===== config.mk =====
export PLATFORM = sky130hd
export DESIGN_NAME = mdr_mem_if
export DESIGN_NICKNAME = d
export VERILOG_FILES = /design/src/rtl/mdr_mem_if.sv
export SDC_FILE = /design/constraint.sdc
export NUM_CORES = 1
export LEC_CHECK = 0
export CORE_ASPECT_RATIO = 1.5
export CORE_UTILIZATION = 36
export DETAILED_ROUTE_END_ITERATION = 10
export PLACE_DENSITY = 0.82
export SKIP_LAST_GASP = 1
export SYNTH_ARGS = -nofsm -noshare
export SYNTH_HDL_FRONTEND = slang
export SYNTH_SLANG_ARGS = --single-unit

===== constraint.sdc =====
create_clock -name clk -period 1.75 [get_ports clk]
set_input_delay 0.35 -clock clk [delete_from_list [all_inputs] [get_ports clk]]
set_output_delay 0.35 -clock clk [all_outputs]
set_load 0.02 [all_outputs]

===== src/rtl/mdr_mem_if.sv =====
// ---------------------------------------------------------------------------
// mdr_mem_if
//
// Memory data register (MDR) with a small handshake FSM towards memory.
// The register is loaded either from the internal bus (MDRin) or from memory
// read data at the end of a read transaction. A write transaction presents
// the register contents on mem_wdata until memory acknowledges.
//
// Parameters
//   DATA_W     width of the register and all data ports
//   TIMEOUT_W  width of the wait-timeout counter (only with MDR_TIMEOUT_EN)
//
// Ports
//   clk        clock, all state changes on the rising edge
//   clr        asynchronous active-low reset
//   BusMuxOut  internal bus data, loaded when MDRin=1 in IDLE
//   MDRin      load BusMuxOut into the register
//   rd_req     start a memory read (wins over wr_req)
//   wr_req     start a memory write of the register contents
//   Mdatain    memory read data
//   mem_ack    memory completion strobe
//   mem_rd     read request to memory (high in RD_WAIT)
//   mem_wr     write request to memory (high in WR_WAIT)
//   mem_wdata  write data, always equal to MDR_out
//   MDR_out    register contents
//   busy       high while a transaction is in progress
//   err        sticky timeout flag
//
// Configuration macro
//   MDR_TIMEOUT_EN  when defined, a wait state without mem_ack is abandoned
//                   after 2^TIMEOUT_W-1 wait cycles and err is set. When
//                   undefined, err is tied low and waits last until mem_ack.
// ---------------------------------------------------------------------------
module mdr_mem_if #(
    parameter int DATA_W    = 32,
    parameter int TIMEOUT_W = 4
) (
    input  logic              clk,
    input  logic              clr,
    input  logic [DATA_W-1:0] BusMuxOut,
    input  logic              MDRin,
    input  logic              rd_req,
    input  logic              wr_req,
    input  logic [DATA_W-1:0] Mdatain,
    input  logic              mem_ack,
    output logic              mem_rd,
    output logic              mem_wr,
    output logic [DATA_W-1:0] mem_wdata,
    output logic [DATA_W-1:0] MDR_out,
    output logic              busy,
    output logic              err
);

    typedef enum logic [1:0] {
        IDLE    = 2'b00,
        RD_WAIT = 2'b01,
        WR_WAIT = 2'b10
    } state_t;

    state_t            state;
    state_t            state_next;
    logic [DATA_W-1:0] mdr_q;
    logic [DATA_W-1:0] mdr_next;
    logic              req_accept;
    logic              tmo_hit;

    // A request is only taken in IDLE; the accept edge also starts the
    // timeout window and clears a previous timeout error.
    assign req_accept = (state == IDLE) && (rd_req || wr_req);

`ifdef MDR_TIMEOUT_EN
    // The counter holds the number of unacknowledged wait cycles already
    // spent, so the last permitted wait cycle is the one where the count
    // is one below the terminal value: leaving at that edge means the
    // transaction gave up after exactly 2^TIMEOUT_W-1 wait cycles.
    localparam logic [TIMEOUT_W-1:0] TMO_LAST = TIMEOUT_W'((2 ** TIMEOUT_W) - 2);

    logic [TIMEOUT_W-1:0] tmo_cnt;
    logic                 err_q;

    assign tmo_hit = (state != IDLE) && (tmo_cnt == TMO_LAST);

    // Timeout counter and sticky error flag. mem_ack has priority over the
    // terminal count, so an ack arriving on the last wait cycle completes
    // the transaction normally without flagging an error.
    always_ff @(posedge clk or negedge clr) begin
        if (!clr) begin
            tmo_cnt <= '0;
            err_q   <= 1'b0;
        end else if (req_accept) begin
            tmo_cnt <= '0;
            err_q   <= 1'b0;
        end else if ((state != IDLE) && !mem_ack) begin
            if (tmo_hit) begin
                err_q <= 1'b1;
            end else begin
                tmo_cnt <= tmo_cnt + 1'b1;
            end
        end
    end

    assign err = err_q;
`else
    assign tmo_hit = 1'b0;
    assign err     = 1'b0;
`endif

    // State and data register. Reset abandons any transaction in flight
    // without touching memory or loading read data.
    always_ff @(posedge clk or negedge clr) begin
        if (!clr) begin
            state <= IDLE;
            mdr_q <= '0;
        end else begin
            state <= state_next;
            mdr_q <= mdr_next;
        end
    end

    // Next-state and register-load decode. Bus loads are honoured only in
    // IDLE, and a bus load on the same edge as a write request is what the
    // write then sends, since mem_wdata follows the register.
    always_comb begin
        state_next = state;
        mdr_next   = mdr_q;
        case (state)
            IDLE: begin
                if (MDRin) begin
                    mdr_next = BusMuxOut;
                end
                if (rd_req) begin
                    state_next = RD_WAIT;
                end else if (wr_req) begin
                    state_next = WR_WAIT;
                end
            end
            RD_WAIT: begin
                if (mem_ack) begin
                    mdr_next   = Mdatain;
                    state_next = IDLE;
                end else if (tmo_hit) begin
                    state_next = IDLE;
                end
            end
            WR_WAIT: begin
                if (mem_ack || tmo_hit) begin
                    state_next = IDLE;
                end
            end
            default: begin
                state_next = IDLE;
            end
        endcase
    end

    // Memory strobes and busy decode purely from the current state.
    assign busy      = (state != IDLE);
    assign mem_rd    = (state == RD_WAIT);
    assign mem_wr    = (state == WR_WAIT);
    assign MDR_out   = mdr_q;
    assign mem_wdata = mdr_q;

endmodule


---- After elaboration in Yosys (flattened, before gate mapping) ----
Cells that the tools add are included.
storage, ports and cells
  output and inout port bits .............. 68
  flip-flop bits (word level) ............. 34
cells by class
  mux-type cells .......................... 7
  reduce and logical (&&, ||, !) cells .... 6
  equal/unequal tests ..................... 6
operators by type and width
  operator            number
  $mux 32             2
  $pmux 32 s2         1
  $mux 2              3
  $ne 2x2->1 const B  2
  $pmux 2 s2          1
  $reduce_bool 2->1   2
  $ne 3x3->1 const B  1
  $reduce_and 3->1    1
  $eq 2x1->1 const B  1
  $eq 2x2->1 const B  1
  $logic_not 2->1     1
  $ne 2x1->1 const B  1
  $reduce_and 2->1    1
  $reduce_or 2->1     1

---- Depth between registers and ports, before layout ----
Gate-level depths: netlist (run 1).
  depth in word-level cells ............... 4
  mapped depth ............................ 7
  depth with buffers taken out ............ 5

---- Worst setup path before layout (run 1) ----
No wires, ideal clock.
  path kind ............................... flip-flop to flip-flop
  start ................................... reg state[1]
  end ..................................... reg mdr_q[0], in the netlist MDR_out[0]
  period minus slack after synthesis ...... 1792 ps
  setup time .............................. 125 ps
  data arrival time ....................... 1667 ps
  slack ................................... -42 ps
  data required time ...................... 1625 ps
  cell stages (with the launch flop) ...... 8
  path buffers ............................ 2
  cells stage by stage .................... dfrtp_1 > inv_1 > ha_1 > buf_6 > mux2i_1 > a21oi_4 > buf_6 > mux2_4
on the way
  cells in the longest elaborated chain, start to end .. 3
  elaborated cells on any way between the ends .. 7
  classes of those cells .................. eq/ne (3); mux (1); reduce/logical (3)
RTL lines
  what                                                                     RTL line  source
  from (decl)                                                              60        state_t state;
  from (signal assigned)                                                   115       state <= state_next;
  $eq 2x1->1 *                                                             --
  via mem_rd                                                               46        output logic mem_rd,
  $ne 2x2->1 (no source line) / $reduce_bool 2->1 (equally long branches)  --
  $reduce_and 3->1 (no source line)                                        --
  to (signal assigned)                                                     116       mdr_q <= mdr_next;
  to (decl)                                                                62        logic [DATA_W-1:0] mdr_q;
The timed path passes the listed nets; every way through them passes the cells marked *.
A chain may end at the register's enable or synchronous reset.

---- Worst setup path after layout (run 1) ----
  start ................................... reg state[1]
  end ..................................... reg mdr_q[3], in the netlist MDR_out[3]
on the way
  cells in the longest elaborated chain, start to end .. 3
  elaborated cells on any way between the ends .. 7
  classes of those cells .................. eq/ne (3); mux (1); reduce/logical (3)
RTL lines
  what                                                                     RTL line  source
  $eq 2x1->1 / $logic_not 2->1 (equally long branches)                     126       case (state)
  $ne 2x2->1 (no source line) / $reduce_bool 2->1 (equally long branches)  --
  $reduce_and 3->1 (no source line)                                        --
Several ways; a longest one is shown, not always the timed one.

==> impl_metrics.json, run 1 <==
{
  "cts_max_level": 2,
  "die-area_mm2": 0.006184,
  "crit_slowest_cell": "dfrtp_1",
  "layout.cells.non_filler": 339,
  "place_hpwl_um": 3813,
  "yosysTopAreaCellShare_pct": 40.28,
  "drtIter0Drc": 37,
  "path_cells": "inv_2, ha_4, mux2i_2, a21oi_4, buf_12, clkbuf_16, mux2_4",
  "die_x_um": 64.54,
  "grt_pass1_wl_um": 7383,
  "layout-drive-gt1-share_pct": 33.09,
  "path_clk_slew_ns": 0.07,
  "routedWlPerCell_um": 14.91,
  "nets": 341,
  "cts_tree": "done",
  "finalSetupViolCount": 0,
  "n_fill_cell": 454,
  "row_count": 33,
  "worstPathBufferInverterCount": 3,
  "syn_inst": 154,
  "grt_pass1_vias": 1536,
  "peakVddDrop_uv": 895.0,
  "area_growth_pct": 67.71,
  "start_util_pct": 37.89,
  "ys_top_cells_by_area": "dfrtp_1 (40%), mux2_4 (21%), mux2_2 (18%)",
  "max_cap_violations": 0,
  "syn_avg_cell_area_um2": 13.71,
  "finalMaxSlewViolations": 0,
  "dp.cells": 325,
  "dr.pass1.iters": 4,
  "relSlewSlack_pct": 48.47,
  "period_minus_slack_ns": 1.725,
  "die_height_um": 95.81,
  "maxClockFrequency_mhz": 579.8,
  "synth_common_cells": "dfrtp_1 (34), mux2_2 (34), buf_4 (33)",
  "grt_max_degree": 35,
  "yosys_warnings": 0,
  "clockBufferDepth": 2,
  "status": "finished, final reports clean",
  "final_antenna_net_count": 0,
  "synth_cell_types": 17,
  "period_share_pct": 98.55,
  "cp_max_fo": 8,
  "slowest_delay_ns": 0.40,
  "max_slew.worst_pin.slew_ns": 0.7729,
  "grt_usage_pct": 15.73,
  "core_mm2": 0.005574,
  "critPathTopFamily": "multiplexers",
  "async_reset_ff_share_pct": 100.0,
  "hp-class": "in -> async",
  "diodes": 0,
  "utilization_pct": 63.55,
  "antenna_found_initial": 0,
  "synth_ff_type": "dfrtp_1",
  "synth_area_mm2": 0.002112,
  "hold_viol_final": 0,
  "overflow": 0,
  "power-per-cell-area_mw_per_mm2": 2071,
  "clock_latency_ns": 0.27,
  "cts_buffers": 5,
  "drc": 0,
  "cp.arrival_ns": 1.89,
  "finalClockSkew_ns": 0.008121,
  "endpoint_kind": "flop",
  "critPathRequiredTime_ns": 1.91,
  "vias_per_cell": 4.540,
  "rsz0062_at_grt": "yes",
  "syn_nets": 227,
  "synth-seq-cells": 34,
  "seq_area_frac_synth_pct": 40.28,
  "io_pins": 138,
  "clock-root-buffer": "clkbuf_8",
  "totalWireLength_um": 5056,
  "synth_edf_count": 0,
  "cts_sinks": 34,
  "gp_congestion": 0.7280,
  "startpoint_type": "flop",
  "worstSetupPathType": "reg -> reg",
  "io_buffers": 136,
  "p_leak_nw": 1.500,
  "vias": 1539,
  "yosysTopAreaCell": "dfrtp_1"
}
==> stage by stage <==
stage          power [mW]  cell area, um2  hold slack [ns]  setup TNS [ns]  worst slack [ns]
2_1_floorplan       4.881            2115          0.05441               0           0.01879
3_3_place_gp        6.336            3313           0.4561         -0.5892          -0.05385
3_5_place_dp        6.400            3313           0.4699          -1.422          -0.08980
4_1_cts             6.993            3401           0.1663               0          0.001548
5_1_grt             7.728            3542           0.1958         -0.3654          -0.02453
6_report            7.334            3542           0.1467               0           0.02531
==> worst reg2reg max path, delay by kind of cell, from the launching register on <==
family | cells | cell delay, ns
mux | 2 | 0.56
buf+inv | 3 | 0.42
flops | 1 | 0.40
fa+ha+maj | 1 | 0.17
compound gates | 1 | 0.08
==> cell type report <==
type / instances / area [um2] / share of cell area, %
clock inverter: 1 / 5.005 / 0.1413
sequential: 34 / 850.8 / 24.02
inverter: 4 / 15.01 / 0.4239
clock buffer: 7 / 86.33 / 2.437
multi-input combinational: 76 / 967.2 / 27.30
tap: 70 / 87.58 / 2.473
timing repair buffer: 147 / 1530 / 43.20
==> final timing paths <==
check                             from     endpoint  cells after the start  slack, ns
min in group clk           MDR_out[12]  MDR_out[12]                      1       0.54
setup / recovery              state[1]   MDR_out[3]                      7       0.03
hold / removal                     clr   MDR_out[5]                      1       0.15
hold reg to reg            MDR_out[12]  MDR_out[12]                      1       0.54
setup reg to reg              state[1]   MDR_out[3]                      7       0.03
max in group asynchronous          clr  MDR_out[26]                      1       1.11
==> timing repair <==
action | in CTS | in global routing
pin swaps | 0 | 0
setup buffers | 0 | 3
gates cloned | 0 | 3
gates resized for setup | 3 | 8
hold buffers | 0 | 0
setup endpoints to repair | 4 | 19
==> per-layer routing <==
layer  up-vias  part of all wire (%)  GRT usage (%)
met1       749                    37          16.59
met4         0                  0.97          5.556
li1        720                     -              -
met5         -                     0              0
met2        68                    56          29.91
met3         2                   5.2          3.791
==> power breakdown <==
part / switching (mW) / internal, mW
sequential: 0.347 / 1.21
combinational: 2.14 / 3.06
clock: 0.262 / 0.317
==> cells by family (layout without fill, tap and decap cells) <==
group                    count (synthesis)  count (layout)  share of synthesized area, %
AND/OR/NAND/NOR                          2               2                        0.4740
buffers and inverters                   44             159                         15.28
adder cells (fa/ha/maj)                  3               3                         1.777
multiplexers                            65              65                         39.93
other                                    1               1                        0.1776
flip-flops                              34              34                         40.28
AO/OA/AOI/OAI                            5               5                         2.074
==> flip-flops by register name, summed over array words and instances (netlist names) <==
register / flops
MDR_out: 32
state: 2
==> layout by cell type (no fill, tap or decap), types with 2 or more instances in the layout <==
cell,synthesis,routed
ha_4,0,2
dfrtp_1,34,34
buf_4,33,4
clkbuf_8,0,6
buf_12,0,3
mux2_2,34,34
mux2_4,30,30
inv_1,4,2
clkdlybuf4s50_1,0,132
dlygate4sd2_1,0,2
inv_2,0,2
clkbuf_16,0,3
Note: power is estimated with default switching activity, not from simulation.
==> run 2: changes to the inputs <==
--- a/config.mk
+++ b/config.mk
@@ -5,10 +5,11 @@
 export SDC_FILE = /design/constraint.sdc
 export NUM_CORES = 1
 export LEC_CHECK = 0
+export ABC_AREA = 1
 export CORE_ASPECT_RATIO = 1.5
-export CORE_UTILIZATION = 36
+export CORE_UTILIZATION = 37
 export DETAILED_ROUTE_END_ITERATION = 10
-export PLACE_DENSITY = 0.82
+export PLACE_DENSITY = 0.84
 export SKIP_LAST_GASP = 1
 export SYNTH_ARGS = -nofsm -noshare
 export SYNTH_HDL_FRONTEND = slang
==> run 2 against run 1 <==
- die area decreased by 1.4%
- critical endpoint is now busy
- synthesized area rose by 1.3%
- first-iteration DRC count rose to 2.6 times the previous value
- sequential share of layout area is 1.0 points higher
- critical path type is now reg -> out
- clock power increased by 0.9%
==> impl_metrics.json, run 2 <==
{
  "status": "finished, final reports clean",
  "regArea_um2": 850.8,
  "vias": 2213,
  "p_leak_nw": 1.704,
  "yosys_warnings": 0,
  "path_clk_slew_ns": 0.07,
  "core_mm2": 0.005533,
  "synth-adder-area-share_pct": 1.754,
  "synth_common_cells": "nand2_1 (171), dfrtp_1 (34), buf_4 (33), nand3_1 (33), buf_2 (9)",
  "clock-root-buffer": "clkbuf_8",
  "peakVddDrop_uv": 1017,
  "overflow": 0,
  "maxClockFrequency_mhz": 586.4,
  "post-cts-setup-buffers": 0,
  "largest_reg_flops": 32,
  "gp_congestion": 0.7844,
  "max_slew.worst_pin.slew_ns": 0.7452,
  "synth_top_family_by_area": "simple AND/OR/NAND/NOR gates",
  "clockBufferDepth": 2,
  "seq_power_share_pct": 23.1,
  "synth_edf_count": 0,
  "routedWlPerCell_um": 12.59,
  "seq_area_frac_synth_pct": 39.77,
  "yosysTopAreaCell": "dfrtp_1",
  "ys_top_cells_by_area": "dfrtp_1 (40%), nand2_1 (30%), buf_4 (12%)",
  "n_fill_cell": 522,
  "synth-seq-cells": 34,
  "io_buffers": 136,
  "die-area_mm2": 0.006097,
  "grt_pass1_vias": 2143,
  "drc": 0,
  "power-per-cell-area_mw_per_mm2": 1925,
  "synth_area_mm2": 0.002140,
  "rsz0062_at_grt": "yes",
  "clkPwrFrac_pct": 8.9,
  "grt_max_degree": 35,
  "cts_max_level": 2,
  "relSlewSlack_pct": 50.32,
  "grt_usage_pct": 19.81,
  "start_util_pct": 38.67,
  "muxShareOfSynthArea_pct": 0,
  "synth-xor-area-share_pct": 0,
  "p_int_mw": 3.465,
  "synth_cell_types": 16,
  "period_share_pct": 97.44,
  "nets": 481,
  "area_growth_pct": 58.66,
  "yosysTopAreaCellShare_pct": 39.77,
  "io_pins": 138,
  "final_common_cell": "nand2_1",
  "diodes": 0,
  "synth_ff_type": "dfrtp_1",
  "cts_tree": "done",
  "fin_ws_ns": 0.04477,
  "antenna_found_initial": 0,
  "die_height_um": 95.14,
  "final_antenna_net_count": 0,
  "finalClockSkew_ns": 0.004690,
  "async_reset_ff_share_pct": 100.0,
  "most-common-layout-cells": "nand2_1 (171), clkdlybuf4s50_1 (132), dfrtp_1 (34)",
  "place_hpwl_um": 4443,
  "cts_buffers": 5,
  "finalSetupViolCount": 0,
  "switchingPower_mw": 3.070,
  "hold_viol_final": 0,
  "multi_input_area_um2": 902.1,
  "syn_avg_cell_area_um2": 7.038,
  "drtIter0Drc": 95,
  "cp.arrival_ns": 1.36,
  "totalWireLength_um": 6030,
  "worstSetupPathType": "reg -> out",
  "die_x_um": 64.09,
  "endpoint_kind": "output pin",
  "yosysMostFrequentCell": "nand2_1",
  "yosys.area_share.simple_pct": 39.36,
  "startpoint_type": "flop",
  "grt_pass1_wl_um": 9446,
  "comb_power_share_pct": 68.0,
  "clock_latency_ns": 0.28,
  "hp-class": "in -> async",
  "cts_sinks": 34,
  "finalMaxSlewViolations": 0,
  "row_count": 33,
  "synth_compound_area_share_pct": 0.2339,
  "syn_nets": 377,
  "layout-drive-gt1-share_pct": 5.868,
  "post-place-ws_ns": -0.04005,
  "critPathRequiredTime_ns": 1.40,
  "dr.pass1.iters": 4,
  "syn_inst": 304,
  "period_minus_slack_ns": 1.705,
  "layout.cells.non_filler": 479,
  "max_cap_violations": 0,
  "dp.cells": 470,
  "cp_max_fo": 3,
  "sw_frac_of_total_pct": 46.98,
  "vias_per_cell": 4.620
}
run 2: metrics by stage:
step	TNS (ns)	hold WS (ns)	utilization, %	instance area, um2	power, mW
after floorplan	0	0.05441	-	2140	4.508
after global placement	-0.005850	0.4547	59.50	3292	5.826
after detailed placement	-0.4862	0.4653	59.50	3292	5.937
after CTS	-0.02031	0.1466	61.08	3379	6.523
after global routing	-0.06442	0.1895	61.35	3395	7.046
final	0	0.1278	61.35	3395	6.534
run 2: path summary, 6_finish.rpt:
path,startpoint,to,slack (ns),cells after the start
max in group asynchronous,clr,MDR_out[10],1.14,1
min in group clk,MDR_out[0],MDR_out[0],0.51,2
worst max register to register,state[1],MDR_out[23],0.11,10
worst min register to register,MDR_out[0],MDR_out[0],0.51,2
worst max-delay path,state[0],busy,0.04,4
worst min-delay path,clr,state[1],0.13,1
run 2: cell families after synthesis:
family                   after synthesis
buffers and inverters                 56
flip-flops                            34
AO/OA/AOI/OAI                          1
other                                  1
adder cells (fa/ha/maj)                3
AND/OR/NAND/NOR                      209
run 2: what timing repair did:
action                                  4_1_cts  5_1_grt
pin swaps                                     0        1
gates cloned                                  0        1
hold buffers                                  0        0
gates resized for setup                       3        3
endpoints found under the setup margin        7       33
run 2: area by class of cell:
| cell class | instances | share of cell area (%) |
|---|---|---|
| repair buffers | 145 | 42.24 |
| multi-input cells | 215 | 26.58 |
| flip-flops and latches | 34 | 25.06 |
| well taps | 70 | 2.580 |
| clock buffers | 7 | 2.543 |
| inverters | 7 | 0.8478 |
| clock inverters | 1 | 0.1474 |
run 2: power by group through the flow:
stage | sequential (mW) | combinational (mW) | clock [mW]
after floorplan | 1.89 | 2.62 | 0
final | 1.51 | 4.44 | 0.584
after global placement | 1.49 | 4.34 | 0
after CTS | 1.51 | 4.41 | 0.603
after global routing | 1.55 | 4.86 | 0.642
after detailed placement | 1.51 | 4.43 | 0
run 2: per-layer routing:
layer	GRT usage, %	up-vias	share of wire, %
li1	-	1102	-
met1	20.50	1012	36
met2	39.72	93	57
met3	2.632	6	5.6
met4	7.222	0	1.3
met5	0	-	0
run 2: critical path, cell delays in order, from the launching register on:
cell and delay, ns:
dfrtp_1 0.38, inv_1 0.08, ha_1 0.21, inv_1 0.10
clkdlybuf4s15_1 0.31
==> run 3: changes to the inputs <==
--- a/config.mk
+++ b/config.mk
@@ -9,8 +9,10 @@
 export CORE_ASPECT_RATIO = 1.5
 export CORE_UTILIZATION = 37
 export DETAILED_ROUTE_END_ITERATION = 10
+export HOLD_SLACK_MARGIN = 0.02
 export PLACE_DENSITY = 0.84
 export SKIP_LAST_GASP = 1
 export SYNTH_ARGS = -nofsm -noshare
 export SYNTH_HDL_FRONTEND = slang
 export SYNTH_SLANG_ARGS = --single-unit
+export TNS_END_PERCENT = 20
==> run 3 against run 2 <==
- critical path type unchanged
- critical path depth shrank 1
- largest cell class unchanged
- total power barely moved
- combinational power hardly changed
- the flow now finishes with violations (setup timing)
- largest power group unchanged
- count of clock-buffer cells in the layout unchanged
- clock skew shrank 0.00081 ns
- via count increased by 0.32%
- worst hold slack improved by 0.0038 ns
- final cell count unchanged
- wire length rose by 0.38%
- sequential power barely moved
==> impl_metrics.json, run 3 (synthesis results as in run 2) <==
{
  "grt_pass1_wl_um": 9432,
  "switchingPower_mw": 3.062,
  "cts_tree": "done",
  "drtIter0Drc": 84,
  "critPathRequiredTime_ns": 1.40,
  "comb_power_share_pct": 67.9,
  "nets": 481,
  "n_fill_cell": 522,
  "fin_ws_ns": -0.1234,
  "grt_pass1_vias": 2145,
  "endpoint_kind": "output pin",
  "cp_max_fo": 3,
  "hold_viol_final": 0,
  "die_height_um": 95.14,
  "finalSetupViolCount": 17,
  "vias": 2220,
  "totalWireLength_um": 6053,
  "row_count": 33,
  "period_share_pct": 107.1,
  "vias_per_cell": 4.635,
  "post-place-ws_ns": -0.04005,
  "die_x_um": 64.09,
  "max_cap_violations": 0,
  "finalClockSkew_ns": 0.003878,
  "period_minus_slack_ns": 1.873,
  "antenna_found_initial": 0,
  "regArea_um2": 850.8,
  "io_pins": 138,
  "dpl_cell_area_mm2": 0.003292,
  "dr.pass1.iters": 4,
  "hp-class": "in -> async",
  "clkPwrFrac_pct": 9.0,
  "post-cts-setup-buffers": 0,
  "clock_latency_ns": 0.27,
  "path_clk_slew_ns": 0.07,
  "maxClockFrequency_mhz": 533.8,
  "startpoint_type": "flop",
  "postCtsHoldBufs": 0,
  "clockBufferDepth": 2,
  "final_antenna_net_count": 0,
  "clock-root-buffer": "clkbuf_8",
  "failed_checks": "setup timing",
  "p_leak_nw": 1.711,
  "layout.cells.non_filler": 479,
  "grt_max_degree": 35,
  "p_int_mw": 3.469,
  "drc": 0,
  "routedWlPerCell_um": 12.64,
  "relSlewSlack_pct": 50.74,
  "start_util_pct": 38.67,
  "power-per-cell-area_mw_per_mm2": 1925,
  "io_buffers": 136,
  "dp.cells": 470,
  "die-area_mm2": 0.006097,
  "area_growth_pct": 58.60,
  "seq_power_share_pct": 23.1,
  "most-common-layout-cells": "nand2_1 (171), clkdlybuf4s50_1 (133), dfrtp_1 (34)",
  "core_mm2": 0.005533,
  "setup_tns_ns": -0.6736,
  "fin_area_mm2": 0.003393,
  "gp_congestion": 0.7844,
  "overflow": 0,
  "status": "finished with violations",
  "diodes": 0,
  "sw_frac_of_total_pct": 46.89,
  "max_slew.worst_pin.slew_ns": 0.7388,
  "cts_buffers": 5,
  "grt_usage_pct": 19.78,
  "cts_sinks": 34,
  "layout-drive-gt1-share_pct": 5.868,
  "whs_ns": 0.1316,
  "cts_max_level": 2,
  "utilization_pct": 61.33,
  "place_hpwl_um": 4443,
  "worstSetupPathType": "reg -> out",
  "largest_reg_flops": 32,
  "final_common_cell": "nand2_1",
  "cp.arrival_ns": 1.52,
  "peakVddDrop_uv": 1013,
  "multi_input_area_um2": 897.1,
  "finalMaxSlewViolations": 0,
  "rsz0062_at_grt": "yes",
  "fin_total_pwr_mw": 6.531
}
[run 3: area by class of cell]
| type | count | share of cell area [%] |
|---|---|---|
| timing repair buffer | 145 | 42.37 |
| clock buffer | 7 | 2.544 |
| clock inverter | 1 | 0.1475 |
| tap | 70 | 2.581 |
| inverter | 7 | 0.8481 |
| multi-input combinational | 215 | 26.44 |
| sequential | 34 | 25.07 |
[run 3: power by group through the flow]
stage	Combinational (mW)	Clock (mW)	Sequential, mW
global placement	4.34	0	1.49
floorplan	2.62	0	1.89
global route	4.85	0.642	1.55
detailed placement	4.43	0	1.51
CTS	4.43	0.603	1.51
finish	4.44	0.585	1.51
[run 3: final timing paths]
path	startpoint	to	slack (ns)	depth (start not counted)
worst max-delay path	state[0]	mem_wr	-0.12	3
max in group asynchronous	clr	MDR_out[8]	1.14	1
worst min-delay path	clr	state[1]	0.13	1
worst max register to register	state[1]	MDR_out[23]	-0.06	7
worst min register to register	MDR_out[0]	MDR_out[0]	0.51	2
min in group clk	MDR_out[0]	MDR_out[0]	0.51	2
[run 3: worst max-delay path, stage by stage, from the launching register on]
cell             delay (ns)
dfrtp_1                0.40
inv_1                  0.09
ha_1                   0.15
clkdlybuf4s50_1        0.60
[run 3: metal layers]
layer / routed length [um] / global-route usage, % / vias up
met5: 0 / 0 / -
met4: 81 / 7.222 / 0
met3: 313 / 2.632 / 6
met2: 3428 / 39.72 / 90
met1: 2230 / 20.42 / 1023
li1: - / - / 1101
[run 3: timing repair]
item | in CTS | in global routing
setup endpoints to repair | 7 | 35
endpoints found under the hold margin | 0 | 0
cloned | 0 | 1
pin swaps | 0 | 1
resized for setup | 1 | 2
